--- config.mk ---
export PLATFORM = sky130hd
export DESIGN_NAME = acl2_spi_responder
export DESIGN_NICKNAME = d
export VERILOG_FILES = /design/src/rtl/acl2_regs_pkg.sv /design/src/rtl/spi_sync_edge.sv /design/src/rtl/acl2_spi_responder.sv
export SDC_FILE = /design/constraint.sdc
export NUM_CORES = 1
export LEC_CHECK = 0
export ABC_AREA = 1
export BUFFER_PORTS_ARGS = -buffer_cell sky130_fd_sc_hd__buf_2
export CELL_PAD_IN_SITES_DETAIL_PLACEMENT = 2
export CELL_PAD_IN_SITES_GLOBAL_PLACEMENT = 2
export CORE_UTILIZATION = 39
export DETAILED_ROUTE_END_ITERATION = 10
export GPL_TIMING_DRIVEN = 0
export PLACE_DENSITY = 0.91
export SLEW_MARGIN = 30
export SYNTH_ARGS = -nofsm -noshare
export SYNTH_HDL_FRONTEND = slang
export SYNTH_SLANG_ARGS = --single-unit
--- constraint.sdc ---
create_clock -name clk -period 13.05 [get_ports clk]
set_input_delay 2.61 -clock clk [delete_from_list [all_inputs] [get_ports clk]]
set_output_delay 2.61 -clock clk [all_outputs]
set_load 0.02 [all_outputs]
--- src/rtl/acl2_regs_pkg.sv ---
// Register map, opcodes, reset defaults and FSM states shared by the
// ADXL362-style SPI responder.
package acl2_regs_pkg;

  // SPI command opcodes
  localparam logic [7:0] CMD_WRITE = 8'h0A;
  localparam logic [7:0] CMD_READ  = 8'h0B;
  localparam logic [7:0] CMD_FIFO  = 8'h0D;

  // Register addresses
  localparam logic [5:0] ADDR_DEVID_AD   = 6'h00;
  localparam logic [5:0] ADDR_DEVID_MST  = 6'h01;
  localparam logic [5:0] ADDR_PARTID     = 6'h02;
  localparam logic [5:0] ADDR_REVID      = 6'h03;
  localparam logic [5:0] ADDR_STATUS     = 6'h0B;
  localparam logic [5:0] ADDR_XDATA_L    = 6'h0E;
  localparam logic [5:0] ADDR_XDATA_H    = 6'h0F;
  localparam logic [5:0] ADDR_YDATA_L    = 6'h10;
  localparam logic [5:0] ADDR_YDATA_H    = 6'h11;
  localparam logic [5:0] ADDR_ZDATA_L    = 6'h12;
  localparam logic [5:0] ADDR_ZDATA_H    = 6'h13;
  localparam logic [5:0] ADDR_SOFT_RESET = 6'h1F;
  localparam logic [5:0] ADDR_FILTER_CTL = 6'h2C;
  localparam logic [5:0] ADDR_POWER_CTL  = 6'h2D;
  localparam logic [5:0] ADDR_WR_LAST    = 6'h2E;

  // Fixed values and reset defaults
  localparam logic [7:0] DEVID_AD_VAL   = 8'hAD;
  localparam logic [7:0] DEVID_MST_VAL  = 8'h1D;
  localparam logic [7:0] FILTER_CTL_RST = 8'h13;
  localparam logic [7:0] POWER_CTL_RST  = 8'h00;
  localparam logic [7:0] SOFT_RESET_KEY = 8'h52;

  // Writable window 0x1F..0x2E is stored as 16 bytes; index = addr - 0x1F
  localparam int NUM_WREGS = 16;
  localparam logic [3:0] FILTER_CTL_IDX = 4'hD;
  localparam logic [3:0] POWER_CTL_IDX  = 4'hE;

  typedef logic [NUM_WREGS-1:0][7:0] wregs_t;

  typedef enum logic [2:0] {
    ST_IDLE    = 3'd0,
    ST_CMD     = 3'd1,
    ST_ADDR_RD = 3'd2,
    ST_DATA_RD = 3'd3,
    ST_ADDR_WR = 3'd4,
    ST_DATA_WR = 3'd5,
    ST_IGNORE  = 3'd6
  } state_t;

  // Address falls inside the writable window
  function automatic logic is_writable(input logic [5:0] a);
    return (a >= ADDR_SOFT_RESET) && (a <= ADDR_WR_LAST);
  endfunction

  // Start address that consumes the sample (clears DATA_READY)
  function automatic logic is_sample_addr(input logic [5:0] a);
    return (a >= ADDR_XDATA_L) && (a <= ADDR_ZDATA_H);
  endfunction

  // Storage index of a writable address; (addr - 0x1F) mod 16 = addr[3:0] + 1
  function automatic logic [3:0] wreg_index(input logic [3:0] lo);
    return lo + 4'd1;
  endfunction

  // Low byte, or sign-extended high byte, of a 12-bit sample
  function automatic logic [7:0] sample_byte(input logic [11:0] s, input logic hi);
    logic [7:0] v;
    if (hi) begin
      v = {{4{s[11]}}, s[11:8]};
    end else begin
      v = s[7:0];
    end
    return v;
  endfunction

  // Reset contents of the writable window
  function automatic wregs_t wregs_default();
    wregs_t w;
    w = '0;
    w[FILTER_CTL_IDX] = FILTER_CTL_RST;
    w[POWER_CTL_IDX]  = POWER_CTL_RST;
    return w;
  endfunction

endpackage

--- src/rtl/spi_sync_edge.sv ---
// Multi-stage synchronizer with registered rise/fall pulses; an edge is
// reported one clk after the synchronized level changes.
module spi_sync_edge #(
  parameter int STAGES = 2
) (
  input  logic clk,
  input  logic rst,
  input  logic i_d,
  output logic o_rise,
  output logic o_fall
);

  logic [STAGES-1:0] r_chain;
  logic              r_prev;
  logic              r_rise;
  logic              r_fall;
  logic              w_sync;

  assign w_sync = r_chain[STAGES-1];
  assign o_rise = r_rise;
  assign o_fall = r_fall;

  // Synchronizer chain and one-cycle edge pulses
  always_ff @(posedge clk or posedge rst) begin
    if (rst) begin
      r_chain <= {STAGES{1'b0}};
      r_prev  <= 1'b0;
      r_rise  <= 1'b0;
      r_fall  <= 1'b0;
    end else begin
      r_chain <= {r_chain[STAGES-2:0], i_d};
      r_prev  <= w_sync;
      r_rise  <= w_sync & ~r_prev;
      r_fall  <= ~w_sync & r_prev;
    end
  end

endmodule

--- src/rtl/acl2_spi_responder.sv ---
// SPI mode-0 responder emulating the ADXL362 register interface. All logic
// runs on clk; the SPI pins are oversampled through synchronizers.
module acl2_spi_responder
  import acl2_regs_pkg::*;
#(
  parameter int         SYNC_STAGES = 2,
  parameter logic [7:0] PART_ID     = 8'hF2,
  parameter logic [7:0] REV_ID      = 8'h02
) (
  input  logic        clk,
  input  logic        rst,
  input  logic        sclk,
  input  logic        chip_select,
  input  logic        mosi,
  output logic        miso,
  output logic        miso_oe,
  input  logic [11:0] x_in,
  input  logic [11:0] y_in,
  input  logic [11:0] z_in,
  input  logic        sample_valid,
  output logic [7:0]  power_ctl,
  output logic        measure_on,
  output logic        wr_strobe,
  output logic [5:0]  wr_addr,
  output logic [7:0]  wr_data
);

  logic                   w_sclk_rise, w_sclk_fall;
  logic [SYNC_STAGES-1:0] r_cs_sync, r_mosi_sync;
  logic                   w_cs_sync, w_mosi_sync;

  state_t      r_state, w_state_nx;
  logic [2:0]  r_bit_cnt, w_bit_cnt_nx;
  logic [7:0]  r_rx, w_rx_nx, w_rx_byte;
  logic [7:0]  r_tx, w_tx_nx;
  logic [5:0]  r_addr, w_addr_nx;
  logic        r_miso, w_miso_nx, r_miso_oe;
  logic        r_wr_strobe, w_wr_strobe_nx;
  logic [5:0]  r_wr_addr, w_wr_addr_nx;
  logic [7:0]  r_wr_data, w_wr_data_nx;
  wregs_t      r_wregs, w_wregs_nx;
  logic [11:0] r_snap_x, r_snap_y, r_snap_z;
  logic [11:0] w_snap_x_nx, w_snap_y_nx, w_snap_z_nx;
  logic        r_dready, w_dready_nx, w_dready_clr;

  spi_sync_edge #(.STAGES(SYNC_STAGES)) u_sclk_sync (
    .clk    (clk),
    .rst    (rst),
    .i_d    (sclk),
    .o_rise (w_sclk_rise),
    .o_fall (w_sclk_fall)
  );

  assign w_cs_sync   = r_cs_sync[SYNC_STAGES-1];
  assign w_mosi_sync = r_mosi_sync[SYNC_STAGES-1];
  assign w_rx_byte   = {r_rx[6:0], w_mosi_sync};

  assign miso       = r_miso;
  assign miso_oe    = r_miso_oe;
  assign wr_strobe  = r_wr_strobe;
  assign wr_addr    = r_wr_addr;
  assign wr_data    = r_wr_data;
  assign power_ctl  = r_wregs[POWER_CTL_IDX];
  assign measure_on = (r_wregs[POWER_CTL_IDX][1:0] == 2'b10);

  // Register read mux; x/y/z come from whichever sample source the caller picks
  function automatic logic [7:0] read_reg(input logic [5:0] a, input logic [11:0] x,
                                          input logic [11:0] y, input logic [11:0] z,
                                          input logic dr, input wregs_t wr);
    logic [7:0] v;
    v = 8'h00;
    if (is_writable(a)) begin
      v = wr[wreg_index(a[3:0])];
    end else begin
      case (a)
        ADDR_DEVID_AD:  v = DEVID_AD_VAL;
        ADDR_DEVID_MST: v = DEVID_MST_VAL;
        ADDR_PARTID:    v = PART_ID;
        ADDR_REVID:     v = REV_ID;
        ADDR_STATUS:    v = {7'b0000000, dr};
        ADDR_XDATA_L:   v = sample_byte(x, 1'b0);
        ADDR_XDATA_H:   v = sample_byte(x, 1'b1);
        ADDR_YDATA_L:   v = sample_byte(y, 1'b0);
        ADDR_YDATA_H:   v = sample_byte(y, 1'b1);
        ADDR_ZDATA_L:   v = sample_byte(z, 1'b0);
        ADDR_ZDATA_H:   v = sample_byte(z, 1'b1);
        default:        v = 8'h00;
      endcase
    end
    return v;
  endfunction

  // Plain synchronizers for chip_select (idles high) and mosi
  always_ff @(posedge clk or posedge rst) begin
    if (rst) begin
      r_cs_sync   <= {SYNC_STAGES{1'b1}};
      r_mosi_sync <= {SYNC_STAGES{1'b0}};
    end else begin
      r_cs_sync   <= {r_cs_sync[SYNC_STAGES-2:0], chip_select};
      r_mosi_sync <= {r_mosi_sync[SYNC_STAGES-2:0], mosi};
    end
  end

  // FSM state register
  always_ff @(posedge clk or posedge rst) begin
    if (rst) begin
      r_state <= ST_IDLE;
    end else begin
      r_state <= w_state_nx;
    end
  end

  // Next state, shift registers, register file and sample bookkeeping
  always_comb begin
    w_state_nx     = r_state;
    w_bit_cnt_nx   = r_bit_cnt;
    w_rx_nx        = r_rx;
    w_tx_nx        = r_tx;
    w_addr_nx      = r_addr;
    w_miso_nx      = r_miso;
    w_wr_strobe_nx = 1'b0;
    w_wr_addr_nx   = r_wr_addr;
    w_wr_data_nx   = r_wr_data;
    w_wregs_nx     = r_wregs;
    w_snap_x_nx    = r_snap_x;
    w_snap_y_nx    = r_snap_y;
    w_snap_z_nx    = r_snap_z;
    w_dready_clr   = 1'b0;

    if (w_cs_sync) begin
      // Frame over (or never started): drop any partial byte
      w_state_nx   = ST_IDLE;
      w_bit_cnt_nx = 3'd0;
      w_rx_nx      = 8'h00;
      w_tx_nx      = 8'h00;
      w_miso_nx    = 1'b0;
    end else if (r_state == ST_IDLE) begin
      w_state_nx   = ST_CMD;
      w_bit_cnt_nx = 3'd0;
      w_rx_nx      = 8'h00;
      w_tx_nx      = 8'h00;
      w_miso_nx    = 1'b0;
    end else begin
      if (w_sclk_rise) begin
        w_rx_nx      = w_rx_byte;
        w_bit_cnt_nx = r_bit_cnt + 3'd1;
        if (r_bit_cnt == 3'd7) begin
          case (r_state)
            ST_CMD: begin
              case (w_rx_byte)
                CMD_READ:  w_state_nx = ST_ADDR_RD;
                CMD_WRITE: w_state_nx = ST_ADDR_WR;
                CMD_FIFO:  w_state_nx = ST_IGNORE;
                default:   w_state_nx = ST_IGNORE;
              endcase
            end
            ST_ADDR_RD: begin
              // First byte reads the live inputs, which are also what gets latched
              w_snap_x_nx  = x_in;
              w_snap_y_nx  = y_in;
              w_snap_z_nx  = z_in;
              w_tx_nx      = read_reg(w_rx_byte[5:0], x_in, y_in, z_in, r_dready, r_wregs);
              w_addr_nx    = w_rx_byte[5:0] + 6'd1;
              w_dready_clr = is_sample_addr(w_rx_byte[5:0]);
              w_state_nx   = ST_DATA_RD;
            end
            ST_DATA_RD: begin
              w_tx_nx   = read_reg(r_addr, r_snap_x, r_snap_y, r_snap_z, r_dready, r_wregs);
              w_addr_nx = r_addr + 6'd1;
            end
            ST_ADDR_WR: begin
              w_addr_nx  = w_rx_byte[5:0];
              w_state_nx = ST_DATA_WR;
            end
            ST_DATA_WR: begin
              if (is_writable(r_addr)) begin
                if ((r_addr == ADDR_SOFT_RESET) && (w_rx_byte == SOFT_RESET_KEY)) begin
                  w_wregs_nx = wregs_default();
                end else begin
                  w_wregs_nx[wreg_index(r_addr[3:0])] = w_rx_byte;
                end
                w_wr_strobe_nx = 1'b1;
                w_wr_addr_nx   = r_addr;
                w_wr_data_nx   = w_rx_byte;
              end else begin
                w_wr_strobe_nx = 1'b0;
              end
              w_addr_nx = r_addr + 6'd1;
            end
            ST_IGNORE: begin
              w_state_nx = ST_IGNORE;
            end
            default: begin
              w_state_nx = ST_IDLE;
            end
          endcase
        end else begin
          w_state_nx = r_state;
        end
      end else begin
        w_rx_nx = r_rx;
      end

      if (w_sclk_fall) begin
        if (r_state == ST_IGNORE) begin
          w_miso_nx = 1'b0;
          w_tx_nx   = 8'h00;
        end else begin
          w_miso_nx = r_tx[7];
          w_tx_nx   = {r_tx[6:0], 1'b0};
        end
      end else begin
        w_miso_nx = r_miso;
      end
    end

    // A new sample beats a simultaneous clear
    if (sample_valid) begin
      w_dready_nx = 1'b1;
    end else if (w_dready_clr) begin
      w_dready_nx = 1'b0;
    end else begin
      w_dready_nx = r_dready;
    end
  end

  // Datapath and output registers
  always_ff @(posedge clk or posedge rst) begin
    if (rst) begin
      r_bit_cnt   <= 3'd0;
      r_rx        <= 8'h00;
      r_tx        <= 8'h00;
      r_addr      <= 6'd0;
      r_miso      <= 1'b0;
      r_miso_oe   <= 1'b0;
      r_wr_strobe <= 1'b0;
      r_wr_addr   <= 6'd0;
      r_wr_data   <= 8'h00;
      r_wregs     <= wregs_default();
      r_snap_x    <= 12'h000;
      r_snap_y    <= 12'h000;
      r_snap_z    <= 12'h000;
      r_dready    <= 1'b0;
    end else begin
      r_bit_cnt   <= w_bit_cnt_nx;
      r_rx        <= w_rx_nx;
      r_tx        <= w_tx_nx;
      r_addr      <= w_addr_nx;
      r_miso      <= w_miso_nx;
      r_miso_oe   <= ~w_cs_sync;
      r_wr_strobe <= w_wr_strobe_nx;
      r_wr_addr   <= w_wr_addr_nx;
      r_wr_data   <= w_wr_data_nx;
      r_wregs     <= w_wregs_nx;
      r_snap_x    <= w_snap_x_nx;
      r_snap_y    <= w_snap_y_nx;
      r_snap_z    <= w_snap_z_nx;
      r_dready    <= w_dready_nx;
    end
  end

endmodule
==> results.toml, run 1 <==
[pwr]
p_per_area_nw_per_um2 = 122
p_leak_nw = 6.69
fin_total_pwr_mw = 1.75
p_seq_share_pct = 40.5
switching_power_mw = 0.493
power_frac_clock_pct = 48.0
p_sw_share_pct = 28.2
combPwrFrac_pct = 11.5
peakVddDrop_uv = 93.9
internal-power_mw = 1.26

[sta]
hold_viol_final = 0
tightest_slew_ns = 1.09
max_freq_mhz = 241
maxSlewViolCount = 0
finalCritPeriodShare_pct = 31.8
setup_tns_ns = 0
rsz0062_at_grt = "no"
whs_ns = 0.347
setup_viol = 0
fin_crit_ns = 4.15
slew-limit-headroom_pct = 27.0
skew_ns = 0.0210

[critical_path]
worstSetupStartpointType = "flip-flop"
arrival_ns = 4.60
reg2reg_depth = 15
path_class = "reg -> reg"
worst_setup_path_end_kind = "flip-flop"
worstPathMaxFanout = 11
critPathRequiredTime_ns = 13.50

[layout]
fill_cells = 3635
layout_commonest_cell = "nand2_1"
layout_common_cells = "nand2_1 (481), nand3_1 (237), dfrtp_1 (213)"
layoutNonFillerInstCount = 2214
syn2layout_area_growth_pct = 14.9
seq_area_um2 = 5460
drive_gt1_share_pct = 11.3
nets = 1848
multi_input_area_um2 = 5850
postLayoutCoreUtil_pct = 45.5
antenna-diode-count = 0

[global_routing]
gr-total-overflow = 0
grt_antenna_before_repair = 0
grt_pass1_vias = 15206
grt_max_degree = 77
track_usage_pct = 39.2
grt_pass1_wl_um = 95900

[die]
core_um2 = 31500
chipWidth_um = 181
start_util_pct = 39.6
die_h_um = 181
io_pins = 68
num_rows = 65
die-area_um2 = 32700

[placement]
port_buffers = 67
gp_congestion = 0.995
dp.cells = 2165
hpwlAfterDp_um = 43000

[routing]
wire_per_inst_um = 29.1
drc = 0
drt-vias-per-instance = 6.40
ant_nets = 0
routed_wl_um = 64400
first_pass_iters = 5
first_iter_violations = 1371
vias = 14170

[synth]
synth_cell_types = 37
synthTopCellsByArea = "dfrtp_1 (43%), nand2_1 (14%), nand3_1 (9.5%), o22ai_1 (6.2%), inv_1 (5.6%)"
synth_edf_count = 0
async_flop_share_pct = 100
syn-instance-count = 1694
yosysTopAreaCellShare_pct = 42.7
ys_warn_count = 0
synth_flop_cell = "dfrtp_1"
netlist_area_um2 = 12500
synth_top_area_cell = "dfrtp_1"
synthesis.nets = 1750
synth-seq-area-share_pct = 43.8
ys_seq_elements = 218
postSynthAreaPerCell_um2 = 7.36

[cts]
clockRootBuffer = "clkbuf_16"
cts_resized = 0
clockBufferDepth = 3
cts_tree = "yes"
postCtsSetupRepairBufs = 0
holdBufCountCts = 0
clk_latency_ns = 0.56
clk_pin_slew_ns = 0.07
cts_buffers = 27
clock-sinks = 218
htreeDepth = 1

[worst_hold_path]
min_path_cells = 0
holdCritPathClass = "reg -> reg"

[job]
drv_cap = 0

[status]
status = "completed"
## worst max-delay path, cell delays in order (launching register included)
cell and delay [ns]:
dfrtp_1 0.52, inv_2 0.18, clkbuf_1 0.58, ha_1 0.36, clkbuf_1 0.24, inv_1 0.25
clkbuf_1 0.74, nand3_1 0.14, nand3_1 0.15, nand3_1 0.22, nand3_1 0.19, nand3_1 0.08
nand2_1 0.15, nand2_1 0.08, nand2_1 0.09, nand2_1 0.07
## per-stage QoR
stage,area (µm²),setup WS (ns)
6_report,14300,8.90
5_1_grt,14300,8.92
4_1_cts,14300,9.08
3_5_place_dp,13400,9.20
3_3_place_gp,13300,1.64
2_1_floorplan,12500,4.48
## final cells by class
class / count / area share [%]
clock inverters: 10 / 1.27
repair buffers: 69 / 2.72
multi-input cells: 1194 / 40.8
plain buffers: 89 / 3.06
well taps: 402 / 3.51
clock buffers: 39 / 5.45
inverters: 193 / 5.11
flip-flops and latches: 218 / 38.1
## metal layers
layer	global-route usage, %	share of wire [%]	wire, µm
met2	63.3	46	29900
met4	22.2	5.7	3660
met1	50.1	40	25800
met3	6.11	7.7	4960
met5	0	0	0
## final timing paths
check                                              start                  endpoint  slack, ns
min in group asynchronous                            rst  r_mosi_sync[0]$_DFF_PP0_       2.13
worst min register to register  r_mosi_sync[0]$_DFF_PP0_  r_mosi_sync[1]$_DFF_PP0_       0.35
max in group asynchronous                            rst   r_wregs[66]$_DFFE_PP0P_      10.07
worst min-delay path            r_mosi_sync[0]$_DFF_PP0_  r_mosi_sync[1]$_DFF_PP0_       0.35
worst max register to register  r_mosi_sync[1]$_DFF_PP0_       r_tx[5]$_DFFE_PP0P_       8.90
worst max-delay path            r_mosi_sync[1]$_DFF_PP0_       r_tx[5]$_DFFE_PP0P_       8.90
## power groups by stage
| stage | Sequential, mW | Clock [mW] | Combinational [mW] |
|---|---|---|---|
| after floorplan | 0.714 | 0 | 0.111 |
| after global placement | 0.717 | 0 | 0.172 |
| after detailed placement | 0.718 | 0 | 0.183 |
| after CTS | 0.707 | 0.841 | 0.196 |
| after global routing | 0.709 | 0.860 | 0.213 |
| final | 0.708 | 0.839 | 0.201 |
## synthesized netlist by cell type, types with 3 or more instances
master and number:
o22ai_1 124, nor2_1 119, nand2_1 481, nand3_1 237
o21a_2 3, nand4_1 29, clkbuf_1 44, nor3_1 9
buf_6 4, o22ai_2 8, buf_2 21, o21ai_1 3
dfstp_2 5, mux2_2 22, dfrtp_1 213, inv_1 186
o21ai_0 63, a21oi_1 47, o211ai_1 5, ha_1 14
o21a_1 12, nand2_4 4, buf_4 13, inv_2 5
buf_1 7
## state kept, by name, indices dropped and copies added, names as in the netlist
name	count
r_cs_sync	2
r_dready	1
u_sclk_sync.o_fall	1
r_wregs	120
miso	1
power_ctl	8
r_addr	6
miso_oe	1
r_state	3
r_snap_y	12
u_sclk_sync.r_chain	2
r_mosi_sync	2
u_sclk_sync.o_rise	1
r_snap_x	12
r_rx	7
r_bit_cnt	3
wr_addr	6
r_tx	8
wr_data	8
r_snap_z	12
u_sclk_sync.r_prev	1
wr_strobe	1
## cells by family (layout without fill, tap and decap cells)
logic type | after synthesis | in the layout | synth area share [%]
compound gates | 270 | 270 | 13.1
mux | 22 | 22 | 1.99
fa+ha+maj | 14 | 14 | 1.40
simple gates | 886 | 886 | 30.2
flops | 218 | 218 | 43.8
xor+xnor | 2 | 2 | 0.140
buf+inv | 282 | 400 | 9.33
Power figures use the tool's default switching activity.
==> run 2: changes to the inputs <==
--- a/config.mk
+++ b/config.mk
@@ -9,10 +9,10 @@
 export BUFFER_PORTS_ARGS = -buffer_cell sky130_fd_sc_hd__buf_2
 export CELL_PAD_IN_SITES_DETAIL_PLACEMENT = 2
 export CELL_PAD_IN_SITES_GLOBAL_PLACEMENT = 2
-export CORE_UTILIZATION = 39
+export CORE_UTILIZATION = 33
 export DETAILED_ROUTE_END_ITERATION = 10
 export GPL_TIMING_DRIVEN = 0
-export PLACE_DENSITY = 0.91
+export PLACE_DENSITY = 0.82
 export SLEW_MARGIN = 30
 export SYNTH_ARGS = -nofsm -noshare
 export SYNTH_HDL_FRONTEND = slang
==> constraint.sdc (replaced) <==
create_clock -name clk -period 3.75 [get_ports clk]
set_input_delay 0.75 -clock clk [delete_from_list [all_inputs] [get_ports clk]]
set_output_delay 0.75 -clock clk [all_outputs]
set_load 0.02 [all_outputs]
==> run 2 against run 1 <==
Die area grew 18%. Clock-buffer cell count grew 3. Final cell count grew 5.0%. Routed wire length shrank 5.9%. Register-to-register slack lost 8.7 ns. Clock skew shrank 0.0070 ns. Maximum frequency grew 15%. Clock power grew to 3.7 times the previous value. Global-route usage shrank 7.6 points. Setup slack lost 8.7 ns. Via count shrank 5.9%. Critical endpoint is now r_wregs[72]$_DFFE_PP0P_. Highest routed layer unchanged.
==> results.toml, run 2 (synthesized netlist as in run 1, its figures left out) <==
[status]
status = "completed"

[placement]
port_buffers = 67
dp_worst_setup_slack_ns = -0.106
gp_congestion = 0.941
hpwlAfterDp_um = 43900
postPlaceCellArea_um2 = 13600

[layout]
antenna-diode-count = 0
drive_gt1_share_pct = 12.3
layout_commonest_cell = "nand2_1"
final_area_um2 = 14700
layout_common_cells = "nand2_1 (479), nand3_1 (237), dfrtp_1 (213)"
top_register = "r_wregs"
syn2layout_area_growth_pct = 17.6
largest_register_ff_count = 120
nets = 1854

[critical_path]
critPathRequiredTime_ns = 4.17
slowest_delay_ns = 0.45
reg2reg_from = "r_addr[0]$_DFFE_PP0P_"
critPathBufInv = 5
worstPathMaxFanout = 11
path_class = "reg -> reg"
slowest_stage = "dfrtp_1"
reg2reg_depth = 12
r2r_end = "r_wregs[72]$_DFFE_PP0P_"
arrival_ns = 4.02
worst_setup_path_end_kind = "flip-flop"
ff2ff_setup_slack_ns = 0.15
crit_family = "buffers and inverters"
cpMostUsedCell = "nand2_1"
worstSetupStartpointType = "flip-flop"
crit_chain = "clkinv_1, clkbuf_2, ha_1, inv_1, nand2_1, o21ai_0, nand2_2, nand3_2, inv_2, nand2_1, buf_2, o22ai_1"

[routing]
ant_nets = 0
routed_wl_um = 60600
drc = 0
first_iter_violations = 1000
wire_per_inst_um = 26.1
first_pass_iters = 5
drt-vias-per-instance = 5.74
vias = 13330

[die]
die_h_um = 196
chipWidth_um = 196
core_um2 = 36900
start_util_pct = 33.8
num_rows = 70
io_pins = 68
die-area_um2 = 38600

[global_routing]
grt_max_degree = 29
grt_pass1_wl_um = 90400
gr-total-overflow = 0
grt_pass1_vias = 14291
grt_antenna_before_repair = 0
track_usage_pct = 31.6

[cts]
clockBufferDepth = 3
clk_latency_ns = 0.57
cts_buffers = 29
clk_pin_slew_ns = 0.06
clock-sinks = 218
htreeDepth = 1
postCtsSetupRepairBufs = 0
clockRootBuffer = "clkbuf_16"
cts_tree = "yes"

[sta]
fin_crit_ns = 3.60
slew-limit-headroom_pct = 29.3
hold_viol_final = 0
rsz0062_at_grt = "no"
whs_ns = 0.262
tightest_slew_ns = 1.06
skew_ns = 0.0140
setup_viol = 0
maxSlewViolCount = 0
max_freq_mhz = 278
finalCritPeriodShare_pct = 96.0
setup_slack_ns = 0.149

[pwr]
p_leak_nw = 6.80
p_per_area_nw_per_um2 = 424
peakVddDrop_uv = 360

[job]
drv_cap = 0

[worst_hold_path]
holdCritPathClass = "in -> async"
run 2: cell count changes in the layout (fill, tap and decap cells not counted), moves of 2 or more:
cell,before,now
clkinvlp_4,1,3
nand2_1,481,479
clkbuf_16,27,29
clkbuf_8,6,9
nand2_2,2,4
clkbuf_2,0,4
clkbuf_1,50,43
buf_12,0,7
run 2: what timing repair did:
action,in CTS,in global routing
endpoints found under the setup margin,23,0
gates resized for setup,7,0
hold buffers,0,0
run 2: area by class of cell:
type | instances | area, µm²
sequential | 218 | 5460
clock buffer | 42 | 865
buffer | 87 | 439
clock inverter | 11 | 189
multi-input combinational | 1194 | 5850
inverter | 193 | 728
timing repair buffer | 75 | 503
fill | 4335 | 22200
tap | 504 | 631
run 2: how the worst max path moves through the flow:
stage / startpoint / end / slack (ns) / cells after the start
6_report: r_addr[0]$_DFFE_PP0P_ / r_wregs[72]$_DFFE_PP0P_ / 0.15 / 12
5_1_grt: r_addr[0]$_DFFE_PP0P_ / r_wregs[72]$_DFFE_PP0P_ / 0.11 / 12
4_1_cts: r_addr[0]$_DFFE_PP0P_ / r_wregs[72]$_DFFE_PP0P_ / 0.19 / 12
3_5_place_dp: r_mosi_sync[1]$_DFF_PP0_ / r_tx[5]$_DFFE_PP0P_ / -0.11 / 15
2_1_floorplan: rst / miso$_DFFE_PP0P_ / 0.16 / 1
3_3_place_gp: rst / r_wregs[3]$_DFFE_PP0P_ / -1.53 / 2
run 2: routing by layer:
layer / global-route usage [%] / up-vias / routed length (µm)
met5: 0 / - / 0
met2: 51.5 / 501 / 28100
met4: 13.9 / 0 / 2750
li1: - / 5819 / -
met1: 42.0 / 6848 / 26200
met3: 4.23 / 162 / 3560
run 2: per-stage QoR:
step | total power [mW] | utilization (%) | setup TNS [ns] | std cells
global route | 6.41 | 39.8 | 0 | 2324
global placement | 3.11 | 36.5 | -323.72 | 2265
detailed placement | 3.15 | 36.9 | -0.319 | 2273
floorplan | 2.87 | - | 0 | 1694
finish | 6.22 | 39.8 | 0 | 2324
CTS | 6.26 | 39.8 | 0 | 2324
run 2: worst reg2reg max path: cells and delay by family, from the launching register on:
family,cells,cell delay (ns)
buf+inv,5,1.42
flops,1,0.45
fa+ha+maj,1,0.36
compound gates,2,0.36
simple gates,4,0.87
run 2: power by group:
part           internal [mW]  switching [mW]
combinational          0.186           0.483
clock                   1.93            1.16
sequential              2.41          0.0474
